$ cat config.mk
export PLATFORM = sky130hd
export DESIGN_NAME = pipeline_ctrl_flat
export DESIGN_NICKNAME = d
export VERILOG_FILES = /design/src/rtl/pipeline_ctrl_pkg.sv /design/src/rtl/pipeline_ctrl_if.sv /design/src/rtl/pipeline_ctrl_sat_counter.sv /design/src/rtl/pipeline_ctrl.sv /design/src/flat_wrapper.sv
export SDC_FILE = /design/constraint.sdc
export NUM_CORES = 1
export LEC_CHECK = 0
export CAP_MARGIN = 20
export CORE_UTILIZATION = 35
export CTS_CLUSTER_SIZE = 16
export DETAILED_ROUTE_END_ITERATION = 7
export HOLD_SLACK_MARGIN = 0.1
export SLEW_MARGIN = 20
export SYNTH_ARGS = -nofsm -noshare
export SYNTH_HDL_FRONTEND = slang
export SYNTH_SLANG_ARGS = --single-unit
$ cat constraint.sdc
create_clock -name i_clk -period 2.55 [get_ports i_clk]
set_input_delay 0.51 -clock i_clk [delete_from_list [all_inputs] [get_ports i_clk]]
set_output_delay 0.51 -clock i_clk [all_outputs]
set_load 0.1 [all_outputs]
$ cat src/rtl/pipeline_ctrl_pkg.sv
// Shared types and constants for the pipeline sequencing controller.
// Stage-control bundle helpers keep the per-state output decode readable.
package pipe_ctrl_pkg;

  typedef enum logic [1:0] {
    RUN      = 2'b00,
    MDU_WAIT = 2'b01,
    HALTED   = 2'b10
  } state_t;

  localparam int unsigned MDU_LAT_DEF = 4;
  localparam int unsigned WCNT_W      = 8;

  typedef struct packed {
    logic en_if;
    logic en_id;
    logic en_ex;
    logic en_mm;
    logic flush_id;
    logic bub_ex;
    logic bub_mm;
  } ctrl_t;

  function automatic ctrl_t ctrl_off();
    ctrl_t c;
    c = '0;
    return c;
  endfunction

  function automatic ctrl_t ctrl_run();
    ctrl_t c;
    c       = '0;
    c.en_if = 1'b1;
    c.en_id = 1'b1;
    c.en_ex = 1'b1;
    c.en_mm = 1'b1;
    return c;
  endfunction

  function automatic ctrl_t ctrl_branch();
    ctrl_t c;
    c          = ctrl_run();
    c.flush_id = 1'b1;
    c.bub_ex   = 1'b1;
    return c;
  endfunction

  // EX is owned by the MUL/DIV: freeze the front, drain MM/WB behind a bubble.
  function automatic ctrl_t ctrl_mdu();
    ctrl_t c;
    c        = '0;
    c.en_mm  = 1'b1;
    c.bub_mm = 1'b1;
    return c;
  endfunction

  function automatic ctrl_t ctrl_stall();
    ctrl_t c;
    c        = '0;
    c.en_ex  = 1'b1;
    c.en_mm  = 1'b1;
    c.bub_ex = 1'b1;
    return c;
  endfunction

endpackage

$ cat src/rtl/pipeline_ctrl_if.sv
// Hazard/sequencing bundle between the pipeline datapath and pipeline_ctrl.
interface pipeline_ctrl_if #(
  parameter int unsigned CNT_W = 8
);

  logic             i_stall;
  logic             i_branch_EX;
  logic             i_mdu_start_EX;
  logic             i_halt_WB;

  logic             o_en_IF;
  logic             o_en_ID;
  logic             o_en_EX;
  logic             o_en_MM;
  logic             o_flush_ID;
  logic             o_bub_EX;
  logic             o_bub_MM;
  logic             o_busy;
  logic             o_halted;
  logic [CNT_W-1:0] o_stall_cycles;

  modport master (
    output i_stall, i_branch_EX, i_mdu_start_EX, i_halt_WB,
    input  o_en_IF, o_en_ID, o_en_EX, o_en_MM,
    input  o_flush_ID, o_bub_EX, o_bub_MM,
    input  o_busy, o_halted, o_stall_cycles
  );

  modport slave (
    input  i_stall, i_branch_EX, i_mdu_start_EX, i_halt_WB,
    output o_en_IF, o_en_ID, o_en_EX, o_en_MM,
    output o_flush_ID, o_bub_EX, o_bub_MM,
    output o_busy, o_halted, o_stall_cycles
  );

endinterface

$ cat src/rtl/pipeline_ctrl_sat_counter.sv
// Saturating up-counter with synchronous active-high reset.
module sat_counter #(
  parameter int unsigned W = 8
) (
  input  logic         i_clk,
  input  logic         i_rst,
  input  logic         i_inc,
  output logic [W-1:0] o_cnt
);

  always_ff @(posedge i_clk) begin
    if (i_rst) begin
      o_cnt <= '0;
    end else if (i_inc && (o_cnt != '1)) begin
      o_cnt <= o_cnt + 1'b1;
    end
  end

endmodule

$ cat src/rtl/pipeline_ctrl.sv
// 5-stage pipeline sequencing controller: load-use stall, taken branch,
// multi-cycle MUL/DIV occupancy of EX and HALT retirement, plus stall counter.
module pipeline_ctrl
  import pipe_ctrl_pkg::*;
#(
  parameter int unsigned MDU_LAT = MDU_LAT_DEF,
  parameter int unsigned CNT_W   = 8
) (
  input  logic           i_clk,
  input  logic           i_rst,
  pipeline_ctrl_if.slave bus
);

  localparam logic [WCNT_W-1:0] WCNT_LOAD = WCNT_W'(MDU_LAT - 2);

  state_t              state;
  state_t              state_n;
  logic [WCNT_W-1:0]   wcnt;
  logic [WCNT_W-1:0]   wcnt_n;
  ctrl_t               ctrl;
  logic                inc;

  always_ff @(posedge i_clk) begin
    if (i_rst) begin
      state <= RUN;
      wcnt  <= '0;
    end else begin
      state <= state_n;
      wcnt  <= wcnt_n;
    end
  end

  always_comb begin
    ctrl    = ctrl_off();
    state_n = state;
    wcnt_n  = wcnt;
    if (!i_rst) begin
      unique case (state)
        RUN: begin
          if (bus.i_halt_WB) begin
            ctrl    = ctrl_off();
            state_n = HALTED;
          end else if (bus.i_branch_EX) begin
            ctrl = ctrl_branch();
          end else if (bus.i_mdu_start_EX) begin
            ctrl    = ctrl_mdu();
            wcnt_n  = WCNT_LOAD;
            state_n = MDU_WAIT;
          end else if (bus.i_stall) begin
            ctrl = ctrl_stall();
          end else begin
            ctrl = ctrl_run();
          end
        end
        MDU_WAIT: begin
          if (bus.i_halt_WB) begin
            ctrl    = ctrl_off();
            state_n = HALTED;
          end else if (wcnt != '0) begin
            ctrl   = ctrl_mdu();
            wcnt_n = wcnt - 1'b1;
          end else begin
            // Release: a still-high mdu_start belongs to the leaving op, so no re-entry.
            ctrl    = bus.i_stall ? ctrl_stall() : ctrl_run();
            state_n = RUN;
          end
        end
        HALTED: begin
          ctrl    = ctrl_off();
          state_n = HALTED;
        end
        default: begin
          ctrl    = ctrl_off();
          state_n = RUN;
        end
      endcase
    end
  end

  // The halt cycle itself already targets HALTED, so it is excluded like HALTED.
  assign inc = !i_rst && !ctrl.en_if && (state_n != HALTED) && (state != HALTED);

  assign bus.o_en_IF    = ctrl.en_if;
  assign bus.o_en_ID    = ctrl.en_id;
  assign bus.o_en_EX    = ctrl.en_ex;
  assign bus.o_en_MM    = ctrl.en_mm;
  assign bus.o_flush_ID = ctrl.flush_id;
  assign bus.o_bub_EX   = ctrl.bub_ex;
  assign bus.o_bub_MM   = ctrl.bub_mm;
  assign bus.o_busy     = (state == MDU_WAIT);
  assign bus.o_halted   = (state == HALTED);

  sat_counter #(
    .W (CNT_W)
  ) u_stall_cnt (
    .i_clk (i_clk),
    .i_rst (i_rst),
    .i_inc (inc),
    .o_cnt (bus.o_stall_cycles)
  );

endmodule
$ cat src/flat_wrapper.sv
// flat-port wrapper written by rule: the top's interface ports become plain ports
module pipeline_ctrl_flat import pipe_ctrl_pkg::*;
#(
  parameter int unsigned MDU_LAT = MDU_LAT_DEF,
  parameter int unsigned CNT_W   = 8
)
  (i_clk, i_rst, bus_i_stall, bus_i_branch_EX, bus_i_mdu_start_EX, bus_i_halt_WB, bus_o_en_IF, bus_o_en_ID, bus_o_en_EX, bus_o_en_MM, bus_o_flush_ID, bus_o_bub_EX, bus_o_bub_MM, bus_o_busy, bus_o_halted, bus_o_stall_cycles);
  pipeline_ctrl_if #(.CNT_W(CNT_W)) bus_i ();
  input  logic i_clk;
  input  logic i_rst;
  input wire logic [$bits(bus_i.i_stall)-1:0] bus_i_stall;
  input wire logic [$bits(bus_i.i_branch_EX)-1:0] bus_i_branch_EX;
  input wire logic [$bits(bus_i.i_mdu_start_EX)-1:0] bus_i_mdu_start_EX;
  input wire logic [$bits(bus_i.i_halt_WB)-1:0] bus_i_halt_WB;
  output wire logic [$bits(bus_i.o_en_IF)-1:0] bus_o_en_IF;
  output wire logic [$bits(bus_i.o_en_ID)-1:0] bus_o_en_ID;
  output wire logic [$bits(bus_i.o_en_EX)-1:0] bus_o_en_EX;
  output wire logic [$bits(bus_i.o_en_MM)-1:0] bus_o_en_MM;
  output wire logic [$bits(bus_i.o_flush_ID)-1:0] bus_o_flush_ID;
  output wire logic [$bits(bus_i.o_bub_EX)-1:0] bus_o_bub_EX;
  output wire logic [$bits(bus_i.o_bub_MM)-1:0] bus_o_bub_MM;
  output wire logic [$bits(bus_i.o_busy)-1:0] bus_o_busy;
  output wire logic [$bits(bus_i.o_halted)-1:0] bus_o_halted;
  output wire logic [$bits(bus_i.o_stall_cycles)-1:0] bus_o_stall_cycles;
  assign bus_i.i_stall = bus_i_stall;
  assign bus_i.i_branch_EX = bus_i_branch_EX;
  assign bus_i.i_mdu_start_EX = bus_i_mdu_start_EX;
  assign bus_i.i_halt_WB = bus_i_halt_WB;
  assign bus_o_en_IF = bus_i.o_en_IF;
  assign bus_o_en_ID = bus_i.o_en_ID;
  assign bus_o_en_EX = bus_i.o_en_EX;
  assign bus_o_en_MM = bus_i.o_en_MM;
  assign bus_o_flush_ID = bus_i.o_flush_ID;
  assign bus_o_bub_EX = bus_i.o_bub_EX;
  assign bus_o_bub_MM = bus_i.o_bub_MM;
  assign bus_o_busy = bus_i.o_busy;
  assign bus_o_halted = bus_i.o_halted;
  assign bus_o_stall_cycles = bus_i.o_stall_cycles;
  pipeline_ctrl #(.MDU_LAT(MDU_LAT), .CNT_W(CNT_W)) u_core (.i_clk(i_clk), .i_rst(i_rst), .bus(bus_i));
endmodule
==> results, run 1 <==
- Adding up every negative setup slack in the final design gives 0 ns.
- The largest voltage drop on the vdd net is 0.3424 mV.
- The worst path needs 2.430 ns of the cycle, external delays included.
- The arrival time at the worst endpoint is 1.92 ns.
- The area overhead of the layout relative to synthesis is 54.65%.
- The global-route wire length before repair is 3.953 mm.
- The number of H-tree branching levels is 1.
- Buffers placed on the I/O ports in this run total 22.
- Pin placement for this block handled 23 I/O pins.
- Setup repair after global routing left no endpoint under its margin.
- The number of nets handed over by synthesis was 125.
- The number of antenna violations at the first check in global routing is 0.
- After detailed routing, the wire length on met1 is 1.173 mm.
- For this run, the post-layout net count is 162.
- Yosys printed 0 warnings.
- After synthesis, the share of flip-flops with an asynchronous set or reset is 0%.
- The achievable clock frequency is 411.5 MHz.
- The pin count of the biggest net entering global routing is 11.
- The clock latency on the worst-skew pair is 0.30 ns.
- Buffers inserted during clock tree synthesis total 3.
- The library cell used most frequently in the layout, excluding fill and tap cells, is buf_4.
- The largest fanout on the critical path is 5.
- The start of the worst register-to-register path is u_core.state[1]$_SDFF_PP0_.
- The mapped cell area is 0.001010 mm².
- Setup violations remaining at the end of the flow were counted as 0.
- The floorplan step defined a core boundary enclosing 0.002734 mm².
- The congestion estimate from routability-driven global placement came to 0.7316.
- In this run the core area contains 19 standard-cell rows.
- The worst register-to-register path has a setup slack of 0.49 ns.
- The finished layout cell area is 0.001562 mm².
- The number of violations reported at the end of detailed-routing iteration 0 is 31.
- Counting every instance in the synthesized netlist gives 117.
- The post-synthesis cell type count is 43.
- The TritonCTS clock tree is built.
- The largest total area in the synthesized netlist belongs to dfxtp_1.
- At the worst endpoint, the required time is 2.04 ns.
- After clock tree synthesis, the clock-pin slew on the worst setup and hold paths is 0.11 ns.
- Dividing the detail-routed wire length by the instance count gives 13.02 µm.
- The total global routing overflow is 0.
- The post-route netlist has 37.91% of its cells at a drive strength greater than 1.
- The dominant synthesized flop cell is dfxtp_1.
- The final number of hold-violating endpoints was 0.
- The area after detailed placement is 0.001519 mm².
- The clock passes through at most 2 buffers.
- The pin slew with the least headroom to its limit is 0.4304 ns.
- The startpoint kind of the worst setup timing path is a flip-flop.
- For this design, the sink count on the clock tree is 18.
- The critical path starts at u_core.wcnt[0]$_SDFFE_PP0P_.
- Ranked by total cell area, the synthesized netlist is headed by dfxtp_1, nor2_1, xor2_1.
- The routed design uses 1.087 mm of met2 wire.
- The die is 55.71 µm wide.
- The run finished with clean final reports.
- The library cells used most frequently in the layout, excluding fill and tap cells, are buf_4, nor2_1, dfxtp_1.
- The worst register-to-register path has a depth of 5.
- The sequential area share after synthesis is 35.69%.
- Averaged over all synthesized cells, the footprint is 8.630 µm².
- The met3 wire length is 89 µm.
- Max-cap violations in this run came to 0.
- The floorplan step set the die height to 55.71 µm.
- The core occupancy in the finished layout is 57.12%.
- Once detail routing completed, the nets flagged for antenna violations numbered 0.
- The tree is rooted in a clkbuf_4.
- The final wirelength is 2.395 mm.
- The register bit total from synthesis is 18.
- The number of flops mapped to enable cells by yosys is 0.
- The placed wire-length estimate after detailed placement is 1.915 mm.
- Across every metal layer, demand over resource in global routing totals 16.26%.
- The uppermost signal routing layer after detailed routing is met4.
- The effective utilization at floorplan is 36.93%.
- The final antenna diode count is 0.
- The number of global-route vias before repair is 893.
- The hold path startpoint is u_core.wcnt[1]$_SDFFE_PP0P_.
- The number of vias in the routed layout is 983.
- The worst setup path is captured at an output port.
- Using the TritonRoute via totals, the vias-per-cell ratio works out to 5.342.
- For this design the static power due to leakage is 0.5937 nW.
- For this run, design rule violations remaining after detail routing come to 0.
- The post-route clock skew is 0.007911 ns.
- In this run the power density over the cells is 465.3 mW/mm².
- In the finished design, the share of the clock period the worst path needs comes to 95.29%.
- The number of pins with negative max-slew slack in the final report was 0.
- Measured against its own limit, the worst slew margin works out to 71.27%.
- The worst setup path is of the reg2out kind.
- The tightest min-delay check is of the reg2reg type.
- The worst hold path passes through 2 cells.
- The number of detailed-route iterations in the first pass is 4.
- The floorplan step defined a die boundary enclosing 0.003104 mm².
- The portion of synthesized cell area occupied by the leading cell type is 35.69%.
## layout make-up
cell class	instances	area, µm²
Clock buffer	4	36.28
Fill cell	251	1172
Inverter	5	18.77
Multi-Input combinational cell	88	708.2
Sequential cell	18	362.8
Tap cell	31	38.79
Timing Repair Buffer	38	396.6
## worst max-delay path, cell delays in order (launching register included)
cell	delay, ns
dfxtp_2	0.35
inv_2	0.07
ha_4	0.12
nor3b_4	0.27
a32oi_2	0.18
nor3_4	0.15
a21boi_4	0.26
buf_12	0.20
## metrics by stage
| step | total power [mW] | std cells | hold slack [ns] | setup WS (ns) |
|---|---|---|---|---|
| after CTS | 0.7307 | 183 | 0.4920 | 0.04044 |
| final | 0.7265 | 184 | 0.4879 | 0.1201 |
| after global routing | 0.7585 | 184 | 0.5198 | 0.008568 |
| after floorplan | 0.4758 | 117 | 0.4533 | -0.7468 |
| after detailed placement | 0.5506 | 179 | 0.4779 | -0.1185 |
| after global placement | 0.5484 | 179 | 0.4714 | -0.08118 |
## sequential cells by signal, indices dropped and copies added, names as in the netlist
name                      flops
u_core.wcnt                   8
u_core.state                  2
u_core.u_stall_cnt.o_cnt      8
## per-layer routing
layer	global-route usage (%)	vias to the layer above
li1	-	498
met1	21.67	458
met2	25.82	22
met3	2.558	5
met4	7.500	0
met5	0	-
## where the power goes
| group | internal (mW) | switching (mW) |
|---|---|---|
| Clock | 0.0871 | 0.0930 |
| Combinational | 0.0969 | 0.138 |
| Sequential | 0.293 | 0.0190 |
| Total | 0.477 | 0.250 |
## synthesized netlist by cell type (2+ instances only)
| master | count |
|---|---|
| a21oi_1 | 6 |
| xor2_1 | 5 |
| or4_1 | 2 |
| o211ai_1 | 3 |
| mux2i_1 | 3 |
| dfxtp_1 | 18 |
| ha_1 | 2 |
| clkbuf_1 | 4 |
| nor2_1 | 19 |
| nor4_1 | 2 |
| nor3b_1 | 2 |
| nand2_1 | 7 |
| nand3_1 | 3 |
| o41ai_1 | 2 |
| nor3_1 | 5 |
| o21ai_0 | 3 |
| inv_1 | 5 |
## cell families (layout without fill, tap and decap cells)
logic type	after synthesis	count (layout)	synth area share [%]
muxes	3	3	2.974
and+or+nand+nor	52	52	27.26
adders and majority gates	2	2	2.478
AOI/OAI and AO/OA	25	25	21.19
buffers and inverters	11	47	5.204
DFF	18	18	35.69
xor gates and xnor gates	6	6	5.204
## path summary, 6_finish.rpt
kind                                                            endpoint
worst max-delay path                                         bus_o_en_IF
worst min-delay path                         u_core.wcnt[1]$_SDFFE_PP0P_
worst max register to register  u_core.u_stall_cnt.o_cnt[7]$_SDFFE_PP0P_
worst min register to register               u_core.wcnt[1]$_SDFFE_PP0P_
## what timing repair did
item	4_1_cts	5_1_grt
endpoints found under the setup margin	4	2
pin swaps	0	2
hold buffers	0	0
resized for setup	1	0
setup buffers	0	1
(Power assumes the default switching activity.)
==> run 2, diff against run 1 <==
--- a/config.mk
+++ b/config.mk
@@ -14,3 +14,4 @@
 export SYNTH_ARGS = -nofsm -noshare
 export SYNTH_HDL_FRONTEND = slang
 export SYNTH_SLANG_ARGS = --single-unit
+export TNS_END_PERCENT = 100
==> results of run 2 <==
Same layout as run 1: the final DEF is identical, and so are final timing and power.
==> run 3, diff against run 2 <==
==> constraint.sdc (replaced) <==
create_clock -name i_clk -period 2.92 [get_ports i_clk]
set_input_delay 0.584 -clock i_clk [delete_from_list [all_inputs] [get_ports i_clk]]
set_output_delay 0.584 -clock i_clk [all_outputs]
set_load 0.1 [all_outputs]
==> results, run 3 (synthesis results as in run 1) <==
- In this run the most critical hold path is launched from u_core.wcnt[1]$_SDFFE_PP0P_.
- The data required time at the worst endpoint is 2.34 ns.
- Including well taps, the total number of placed cells is 171.
- The number of post-CTS setup repair buffers is 0.
- Net switching is 34.71% of the power.
- Total power for the finished layout comes to 0.6136 mW.
- The worst setup path category is reg2out.
- In this run the number of H-tree levels came out at 1.
- The clock network is responsible for 25.6% of the overall power.
- After floorplanning, the core was sized to cover 0.002734 mm².
- The later pin in the worst-skew pair is clocked with a latency of 0.30 ns.
- The ratio of total power to cell area is 418.1 mW/mm².
- The achievable clock frequency is 372.4 MHz.
- The largest voltage drop on the vdd net is 0.2956 mV.
- The worst path in the final design needs a cycle of 2.686 ns, including I/O delays and setup.
- Setup repair after global routing left no endpoint under its margin.
- After the last flow step, the layout net total stands at 153.
- The fraction of the cycle the final worst path needs is 91.97%.
- The placement-stage worst setup slack is 0.02316 ns.
- The first routing iteration left 29 violations.
- The flow ran to the end, and the final reports show no timing, DRC or antenna violations.
- The most common cell after layout, fill and taps aside is nor2_1.
- The top-level port count is 23.
- The largest fanout on the critical path is 5.
- The slack of the critical path is 0.2344 ns.
- The remaining design rule violation count is 0.
- The total global routing overflow is 0.
- The worst min-delay path class is reg2reg.
- The die outline height is 55.71 µm.
- The final wirelength is 2.293 mm.
- Port buffering added 22 buffers.
- The number of cells upsized or downsized after cts is 0.
- The switching power summed over all nets is 0.2130 mW.
- The number of antenna violations at the first check in global routing is 0.
- The placed wire-length estimate after detailed placement is 1.792 mm.
- The final antenna diode count is 0.
- Measured against its own limit, the worst slew margin works out to 59.29%.
- Setup violations remaining at the end of the flow were counted as 0.
- The horizontal die dimension is 55.71 µm.
- TritonCTS built the clock tree.
- The global-route wire length before repair is 3.836 mm.
- The area overhead of the layout relative to synthesis is 45.35%.
- The clock sink count is 18.
- The via density per instance is 5.337.
- The start of the worst register-to-register path is u_core.state[1]$_SDFF_PP0_.
- The number of pins with negative max-slew slack in the final report came to 0.
- The count of cells in the finished layout, fillers not included, comes to 175.
- The final number of hold-violating endpoints came to 0.
- In this run, flip-flops and latches consume 44.6% of the power.
- In the layout the commonest cells are nor2_1, dfxtp_1, buf_4.
- For this block, the via count after detailed routing is 934.
- In this run the remaining antenna-violating nets after routing total 0.
- The analysis attributes to cell leakage a power of 0.5552 nW.
- Counting along the longest clock path gives a buffer depth of 2.
- The effective utilization at floorplan is 36.93%.
- The wire length per cell after detailed routing is 13.10 µm.
- The max-capacitance violation count is 0.
- The die covers 0.003104 mm².
- For the worst setup path, the data arrival time is 2.10 ns.
- The hold buffer count at cts is 0.
- For this run, the share of the core covered by cells in the final layout is 53.68%.
- The internal power of the cells totals 0.4006 mW.
- STA classifies the critical path endpoint as an output port.
- The overall global routing resource usage is 15.54%.
- For the pin with the worst max-slew slack, the measured transition is 0.6099 ns.
- Of the cells placed in the final design, the portion with a size suffix greater than 1 is 30.56%.
- After clock tree synthesis, the clock-pin slew on the worst setup and hold paths is 0.11 ns.
- The number of buffers created by CTS is 3.
- In the final layout, the registers with the most flip-flops are u_core.u_stall_cnt.o_cnt (8), u_core.wcnt (8), u_core.state (2).
- The first detailed-routing pass ran for 4 iterations.
- In this run the core area contains 19 standard-cell rows.
- The power share of the combinational group is 29.8%.
- Across the routed clock network, the largest skew measured is 0.006026 ns.
- Entering global routing, the biggest net connects 13 pins.
- The startpoint kind of the worst setup timing path is a flip-flop.
- The buffer type at the clock tree root is clkbuf_4.
- The number of global-route vias before repair is 862.
- Tracing the worst setup path back leads to its startpoint at u_core.wcnt[0]$_SDFFE_PP0P_.
- The placer's final routability congestion estimate is 0.7921.
-- run 3: final timing paths --
kind                                              endpoint  slack, ns  cells past startpoint
setup / recovery                               bus_o_en_ID       0.23                      7
hold / removal                 u_core.wcnt[1]$_SDFFE_PP0P_       0.50                      2
setup reg to reg  u_core.u_stall_cnt.o_cnt[5]$_SDFFE_PP0P_       0.71                      6
hold reg to reg                u_core.wcnt[1]$_SDFFE_PP0P_       0.50                      2
-- run 3: through the flow --
step	hold slack (ns)	instance area [µm²]	TNS, ns
after global routing	0.5272	1468	0
after floorplan	0.4582	1110	-1.046
after detailed placement	0.4894	1429	0
after global placement	0.4740	1429	0
final	0.5049	1468	0
after CTS	0.5062	1465	0
-- run 3: layer usage --
metal	wire (µm)	vias to the layer above	GRT usage, %	share of wire [%]
met3	65	2	3.488	2.8
met1	1024	440	17.78	45
met5	0	-	0	0
met2	1184	14	28.74	52
met4	19	0	4.286	0.83
li1	-	478	-	-
-- run 3: cell type report --
| class | count | area [µm²] |
|---|---|---|
| multi-input combinational | 88 | 693.2 |
| inverter | 5 | 18.77 |
| fill | 245 | 1266 |
| tap | 31 | 38.79 |
| timing repair buffer | 29 | 320.3 |
| sequential | 18 | 360.3 |
| clock buffer | 4 | 36.28 |
-- run 3: worst max-delay path, stage by stage, from the launching register on --
cell and delay [ns]:
dfxtp_1 0.35, inv_2 0.07, ha_1 0.17, nor3b_4 0.30, a32oi_2 0.20, nor3_4 0.23
a21boi_4 0.28, buf_12 0.21
-- run 3: power by group through the flow --
stage | logic (mW) | clock network [mW] | registers, mW
finish | 0.183 | 0.157 | 0.274
global route | 0.194 | 0.171 | 0.276
CTS | 0.184 | 0.166 | 0.274
detailed placement | 0.183 | 0 | 0.279
global placement | 0.182 | 0 | 0.279
floorplan | 0.124 | 0 | 0.288
